**config.mk**
```make
export PLATFORM = sky130hd
export DESIGN_NAME = hamming74_decoder
export DESIGN_NICKNAME = d
export VERILOG_FILES = /design/src/rtl/hamming74_decoder.sv
export SDC_FILE = /design/constraint.sdc
export NUM_CORES = 1
export LEC_CHECK = 0
export ABC_AREA = 1
export CELL_PAD_IN_SITES_DETAIL_PLACEMENT = 1
export CELL_PAD_IN_SITES_GLOBAL_PLACEMENT = 2
export CORE_UTILIZATION = 28
export CTS_CLUSTER_DIAMETER = 100
export DETAILED_ROUTE_END_ITERATION = 10
export PLACE_DENSITY = 0.89
export SYNTH_ARGS = -nofsm -noshare
export SYNTH_HDL_FRONTEND = slang
export SYNTH_SLANG_ARGS = --single-unit
export TNS_END_PERCENT = 20
```
**constraint.sdc**
```tcl
create_clock -name clk -period 1.6 [get_ports clk]
set_input_delay 0.4 -clock clk [delete_from_list [all_inputs] [get_ports clk]]
set_output_delay 0.4 -clock clk [all_outputs]
set_load 0.05 [all_outputs]
```
**src/rtl/hamming74_decoder.sv**
```systemverilog
// -----------------------------------------------------------------------------
// hamming74_decoder
//
// Receive-side Hamming(7,4) decoder. Takes possibly corrupted codewords,
// computes the syndrome, corrects any single-bit error and returns the four
// data bits. Built as a 2-stage valid/ready pipeline, with saturating counters
// for delivered words and for delivered words that had a nonzero syndrome.
//
// Ports
//   clk        rising-edge clock
//   rst        synchronous, active-high reset
//   d_in       received codeword, d_in[0]..d_in[6] = positions 1..7
//              (p1,p2,d1,p4,d2,d3,d4)
//   in_valid   d_in valid
//   in_ready   decoder accepts d_in this cycle
//   data_out   corrected data {d1,d2,d3,d4}
//   cw_out     corrected codeword, same ordering as d_in
//   syndrome   {s4,s2,s1} of the received word (nonzero = error position)
//   err_flag   syndrome != 0
//   out_valid  output fields valid
//   out_ready  downstream accepts the output
//   cnt_clr    synchronous clear of both counters
//   word_cnt   words delivered (output handshakes), saturating
//   err_cnt    delivered words with err_flag set, saturating
// -----------------------------------------------------------------------------
module hamming74_decoder #(
    parameter int CNT_W = 16
) (
    input  logic             clk,
    input  logic             rst,
    input  logic [0:6]       d_in,
    input  logic             in_valid,
    output logic             in_ready,
    output logic [3:0]       data_out,
    output logic [0:6]       cw_out,
    output logic [2:0]       syndrome,
    output logic             err_flag,
    output logic             out_valid,
    input  logic             out_ready,
    input  logic             cnt_clr,
    output logic [CNT_W-1:0] word_cnt,
    output logic [CNT_W-1:0] err_cnt
);

    // Syndrome {s4,s2,s1}; each bit is the parity of the positions whose index
    // has that bit set, so a single flip at position k yields syndrome k.
    function automatic logic [2:0] calc_syndrome(input logic [0:6] cw);
        logic s1;
        logic s2;
        logic s4;
        s1 = cw[0] ^ cw[2] ^ cw[4] ^ cw[6];
        s2 = cw[1] ^ cw[2] ^ cw[5] ^ cw[6];
        s4 = cw[3] ^ cw[4] ^ cw[5] ^ cw[6];
        return {s4, s2, s1};
    endfunction

    // Invert the position named by the syndrome; syndrome 0 passes through.
    function automatic logic [0:6] correct_cw(input logic [0:6] cw,
                                              input logic [2:0] syn);
        logic [0:6] flip;
        case (syn)
            3'd1:    flip = 7'b1000000;
            3'd2:    flip = 7'b0100000;
            3'd3:    flip = 7'b0010000;
            3'd4:    flip = 7'b0001000;
            3'd5:    flip = 7'b0000100;
            3'd6:    flip = 7'b0000010;
            3'd7:    flip = 7'b0000001;
            default: flip = 7'b0000000;
        endcase
        return cw ^ flip;
    endfunction

    localparam logic [CNT_W-1:0] CNT_ZERO = {CNT_W{1'b0}};
    localparam logic [CNT_W-1:0] CNT_MAX  = {CNT_W{1'b1}};
    localparam logic [CNT_W-1:0] CNT_ONE  = {{(CNT_W-1){1'b0}}, 1'b1};

    // Stage 1 registers
    logic             v1_q,    v1_d;
    logic [0:6]       cw1_q,   cw1_d;
    logic [2:0]       syn1_q,  syn1_d;
    // Stage 2 registers (drive the outputs directly)
    logic             v2_q,    v2_d;
    logic [0:6]       cw2_q,   cw2_d;
    logic [3:0]       data2_q, data2_d;
    logic [2:0]       syn2_q,  syn2_d;
    logic             err2_q,  err2_d;
    // Statistics
    logic [CNT_W-1:0] word_cnt_q, word_cnt_d;
    logic [CNT_W-1:0] err_cnt_q,  err_cnt_d;

    logic       s1_adv_s;
    logic       s2_adv_s;
    logic       in_hs_s;
    logic       out_hs_s;
    logic [0:6] cw_corr_s;

    // Flow control: a stage may advance when it is empty or its successor moves.
    always_comb begin
        s2_adv_s = !v2_q || out_ready;
        s1_adv_s = !v1_q || s2_adv_s;
        in_hs_s  = in_valid && s1_adv_s;
        out_hs_s = v2_q && out_ready;
    end

    // Next-state for both pipeline stages; data registers hold unless loaded.
    always_comb begin
        v1_d      = v1_q;
        cw1_d     = cw1_q;
        syn1_d    = syn1_q;
        v2_d      = v2_q;
        cw2_d     = cw2_q;
        data2_d   = data2_q;
        syn2_d    = syn2_q;
        err2_d    = err2_q;
        cw_corr_s = correct_cw(cw1_q, syn1_q);

        if (in_hs_s) begin
            v1_d   = 1'b1;
            cw1_d  = d_in;
            syn1_d = calc_syndrome(d_in);
        end else if (s2_adv_s) begin
            v1_d = 1'b0;
        end else begin
            v1_d = v1_q;
        end

        if (s2_adv_s) begin
            v2_d = v1_q;
            // Load only with a real word so idle outputs keep their last value.
            if (v1_q) begin
                cw2_d   = cw_corr_s;
                data2_d = {cw_corr_s[2], cw_corr_s[4], cw_corr_s[5], cw_corr_s[6]};
                syn2_d  = syn1_q;
                err2_d  = (syn1_q != 3'd0);
            end else begin
                cw2_d   = cw2_q;
                data2_d = data2_q;
                syn2_d  = syn2_q;
                err2_d  = err2_q;
            end
        end else begin
            v2_d = v2_q;
        end
    end

    // Saturating counters; a clear overrides any increment in the same cycle.
    always_comb begin
        word_cnt_d = word_cnt_q;
        err_cnt_d  = err_cnt_q;
        if (cnt_clr) begin
            word_cnt_d = CNT_ZERO;
            err_cnt_d  = CNT_ZERO;
        end else if (out_hs_s) begin
            if (word_cnt_q != CNT_MAX) begin
                word_cnt_d = word_cnt_q + CNT_ONE;
            end else begin
                word_cnt_d = word_cnt_q;
            end
            if (err2_q && (err_cnt_q != CNT_MAX)) begin
                err_cnt_d = err_cnt_q + CNT_ONE;
            end else begin
                err_cnt_d = err_cnt_q;
            end
        end else begin
            word_cnt_d = word_cnt_q;
            err_cnt_d  = err_cnt_q;
        end
    end

    // State registers with synchronous reset; reset drops in-flight words.
    always_ff @(posedge clk) begin
        if (rst) begin
            v1_q       <= 1'b0;
            cw1_q      <= 7'b0000000;
            syn1_q     <= 3'd0;
            v2_q       <= 1'b0;
            cw2_q      <= 7'b0000000;
            data2_q    <= 4'd0;
            syn2_q     <= 3'd0;
            err2_q     <= 1'b0;
            word_cnt_q <= CNT_ZERO;
            err_cnt_q  <= CNT_ZERO;
        end else begin
            v1_q       <= v1_d;
            cw1_q      <= cw1_d;
            syn1_q     <= syn1_d;
            v2_q       <= v2_d;
            cw2_q      <= cw2_d;
            data2_q    <= data2_d;
            syn2_q     <= syn2_d;
            err2_q     <= err2_d;
            word_cnt_q <= word_cnt_d;
            err_cnt_q  <= err_cnt_d;
        end
    end

    assign in_ready  = s1_adv_s;
    assign out_valid = v2_q;
    assign cw_out    = cw2_q;
    assign data_out  = data2_q;
    assign syndrome  = syn2_q;
    assign err_flag  = err2_q;
    assign word_cnt  = word_cnt_q;
    assign err_cnt   = err_cnt_q;

endmodule

```
==> results.cfg <==
[status]
run_status = finished, final reports clean

[global_routing]
pin_count_of_the_biggest_net_entering_global_routing = 20
grt_use_total_pct = 16.60
antenna_violations_before_repair = 0
global_route.overflow_total = 0
first_global_vias = 3218
grt_first_pass_wirelength_mm = 14.93

[clock_network]
clkSlewWorstSetupHoldPaths_ns = 0.12
clock_latency_ns = 0.32
clockRootBuffer = clkbuf_8
clock_sink_count = 55
cts_tree = built
cts_max_path_buffers = 2
cts_made_buffers = 5
cts-htree-levels = 2

[sta]
fin_tns_setup_ns = 0
unrepaired_setup_endpoints_after_global_routing = true
setup_slack_ns = 0.07606
finClkSkew_ns = 0.007500
final-hold-violation-count = 0
drv_slew = 0
worst_slew_pin_slew_ns = 0.3103
fmax_mhz = 656.2
timing.final.setup_violations = 0
hold_slack_ns = 0.5098
maxSlewHeadroom_pct = 79.29
layout_min_cycle_time_ns = 1.524
final_min_period_over_clock_period_pct = 95.25

[final_layout]
antenna_cells = 0
area.growth.synth_to_final_pct = 55.46
fillers = 1251
layout.core_utilization_pct = 45.05
layout-drive-gt1-share_pct = 28.95
nNetsFinal = 538

[drt]
tritonroute_pass_1_iters = 4
routed-via-count = 3044
routed_wire_length_per_instance_um = 13.25
routed_wl_mm = 8.761
route.detailed.vias_per_inst = 4.605
final_antenna_net_count = 0
uppermost_signal_routing_layer_after_detailed_routing = met4
wirelength_met1_mm = 3.913
drcViolationCount = 0
dr.first_iter.drc_count = 72
wl_met3_um = 205
wl_met2_mm = 4.561

[logic_synthesis]
synth_top_flop_cell = dfxtp_1
post_synth_inst_count = 436
synth-async-reset-ratio_pct = 0
yosys_warnings = 0
synth_area_sq_mm = 0.002992
synthDominantCellAreaShare_pct = 36.80
synthDistinctLibCells = 28
seq_total_area_yosys_pct = 36.80
synth_enable_flop_cells = 0
library_cell_occupying_the_most_area_in_the_post_synthesis_netlist = dfxtp_1
synth_cell_count_leaders = nand2_1 (93), nor2_1 (76), dfxtp_1 (55)
most_frequent_cell_after_synthesis = nand2_1
synth.area.top_cells = dfxtp_1 (37%), nand2_1 (12%), nor2_1 (9.5%)
mappedNetlistNets = 450
synthesized_flop_and_latch_total = 55
post_synth.cell_area_avg_sq_um = 6.862

[floorplanning]
core_area_sq_mm = 0.01032
initial_utilization_pct = 28.98
die_height_um = 105.4
floorplan.die_area_sq_mm = 0.01110
die-width_um = 105.4
row_count = 37
top_level_ports = 61

[place]
place_ws_ns = -0.2862
buffer_ports.inserted = 60
globalplace.congestion = 0.7678
dpl.hpwl_mm = 6.823

[worst_setup_path]
critical_path.max_fanout = 5
reg2reg_setup_slack_ns = 0.08
r2r-start = word_cnt[0]
critPathArrivalTime_ns = 1.78
worst_ep_required_time_ns = 1.85
rr_worst_depth = 7
critical_path.startpoint_type = flop
r2r-end = word_cnt[6]
worstSetupEndpointType = flop
timing.critical_path.from = word_cnt[0]
endpoint = word_cnt[6]
criticalPathCategory = flop to flop

[hold_path]
min_path_type = flop to flop
worstHoldPathCells = 2

[power]
vdd_ir_drop_max_v = 0.0003438
leakage_nw = 1.821
cellPowerDensity_mw_per_mm2 = 617.8

[run]
max_cap_violations = 0
timing repair:
action,CTS,global route
pin swaps,1,1
setup endpoints to repair,13,23
hold buffers,0,0
buffers inserted,1,0
gates cloned,0,1
gates resized for setup,3,10
endpoints found under the hold margin,0,0
registers in the layout (all words and copies together) (netlist names):
register   cells
cw1_q          7
cw_out         7
err_flag       1
syn1_q         3
syndrome       3
v1_q           1
word_cnt      16
err_cnt       16
out_valid      1
critical path, cell delays in order, from the launching register on:
cell and delay [ns]:
dfxtp_4 0.40, ha_2 0.21, nand3_2 0.12, buf_4 0.17, nor2_2 0.15, xor2_1 0.20, nand2_1 0.09, a21oi_1 0.13
per-stage QoR:
step	cell area [sq um]	cells	power, mW
floorplan	3040	436	1.787
global placement	4492	651	2.030
detailed placement	4492	651	2.043
CTS	4608	660	2.904
global route	4651	661	2.992
finish	4651	661	2.873
cells by family after synthesis:
kind of cell    Yosys count  synth area share [%]
simple gates            243                 36.60
buf+inv                  59                 8.783
flops                    55                 36.80
compound gates           52                 9.661
xor+xnor                 25                 7.319
fa+ha+maj                 2                0.8363
cell usage in the layout, fill, tap and decap left out, types with 2 or more instances in the layout:
master / instances
o21ai_0: 21
nand3_4: 3
nor3_1: 5
a21oi_1: 28
clkdlybuf4s50_1: 10
nor2_1: 72
clkbuf_8: 5
inv_6: 2
nor2_2: 8
ha_2: 2
nand2_1: 92
inv_1: 42
nor2_4: 3
nand3_1: 36
buf_12: 53
dfxtp_2: 17
dfxtp_1: 34
nand2_4: 2
inv_2: 3
nand2_2: 11
xor2_1: 11
buf_4: 29
nand4_1: 5
xnor2_1: 14
nand3_2: 5
dfxtp_4: 4
routing by layer:
metal,vias to the layer above,track usage (%)
met5,-,0
met4,0,3.924
met3,6,2.845
met2,44,31.11
met1,1443,19.44
li1,1551,-
power by group:
group | switching [mW] | total [mW] | internal [mW]
logic | 0.295 | 0.550 | 0.254
clock network | 0.531 | 0.856 | 0.324
registers | 0.0584 | 1.47 | 1.41
layout make-up:
cell class,count,area (sq um),share of cell area (%)
clock buffers,5,68.82,1.480
inverters,46,175.2,3.766
well taps,136,170.2,3.659
flip-flops and latches,55,1137,24.46
multi-input cells,323,1685,36.24
repair buffers,93,1388,29.84
clock inverters,3,26.28,0.5650
how the worst min path moves through the flow:
stage,slack (ns),from,to
finish,0.51,cw1_q[5],cw1_q[5]
detailed placement,0.49,cw1_q[1],cw1_q[1]
global placement,0.49,cw1_q[3],cw1_q[3]
global route,0.53,word_cnt[0],word_cnt[0]
CTS,0.51,cw1_q[1],cw1_q[1]
floorplan,0.48,cw1_q[0],cw1_q[0]
(Power assumes the default switching activity.)
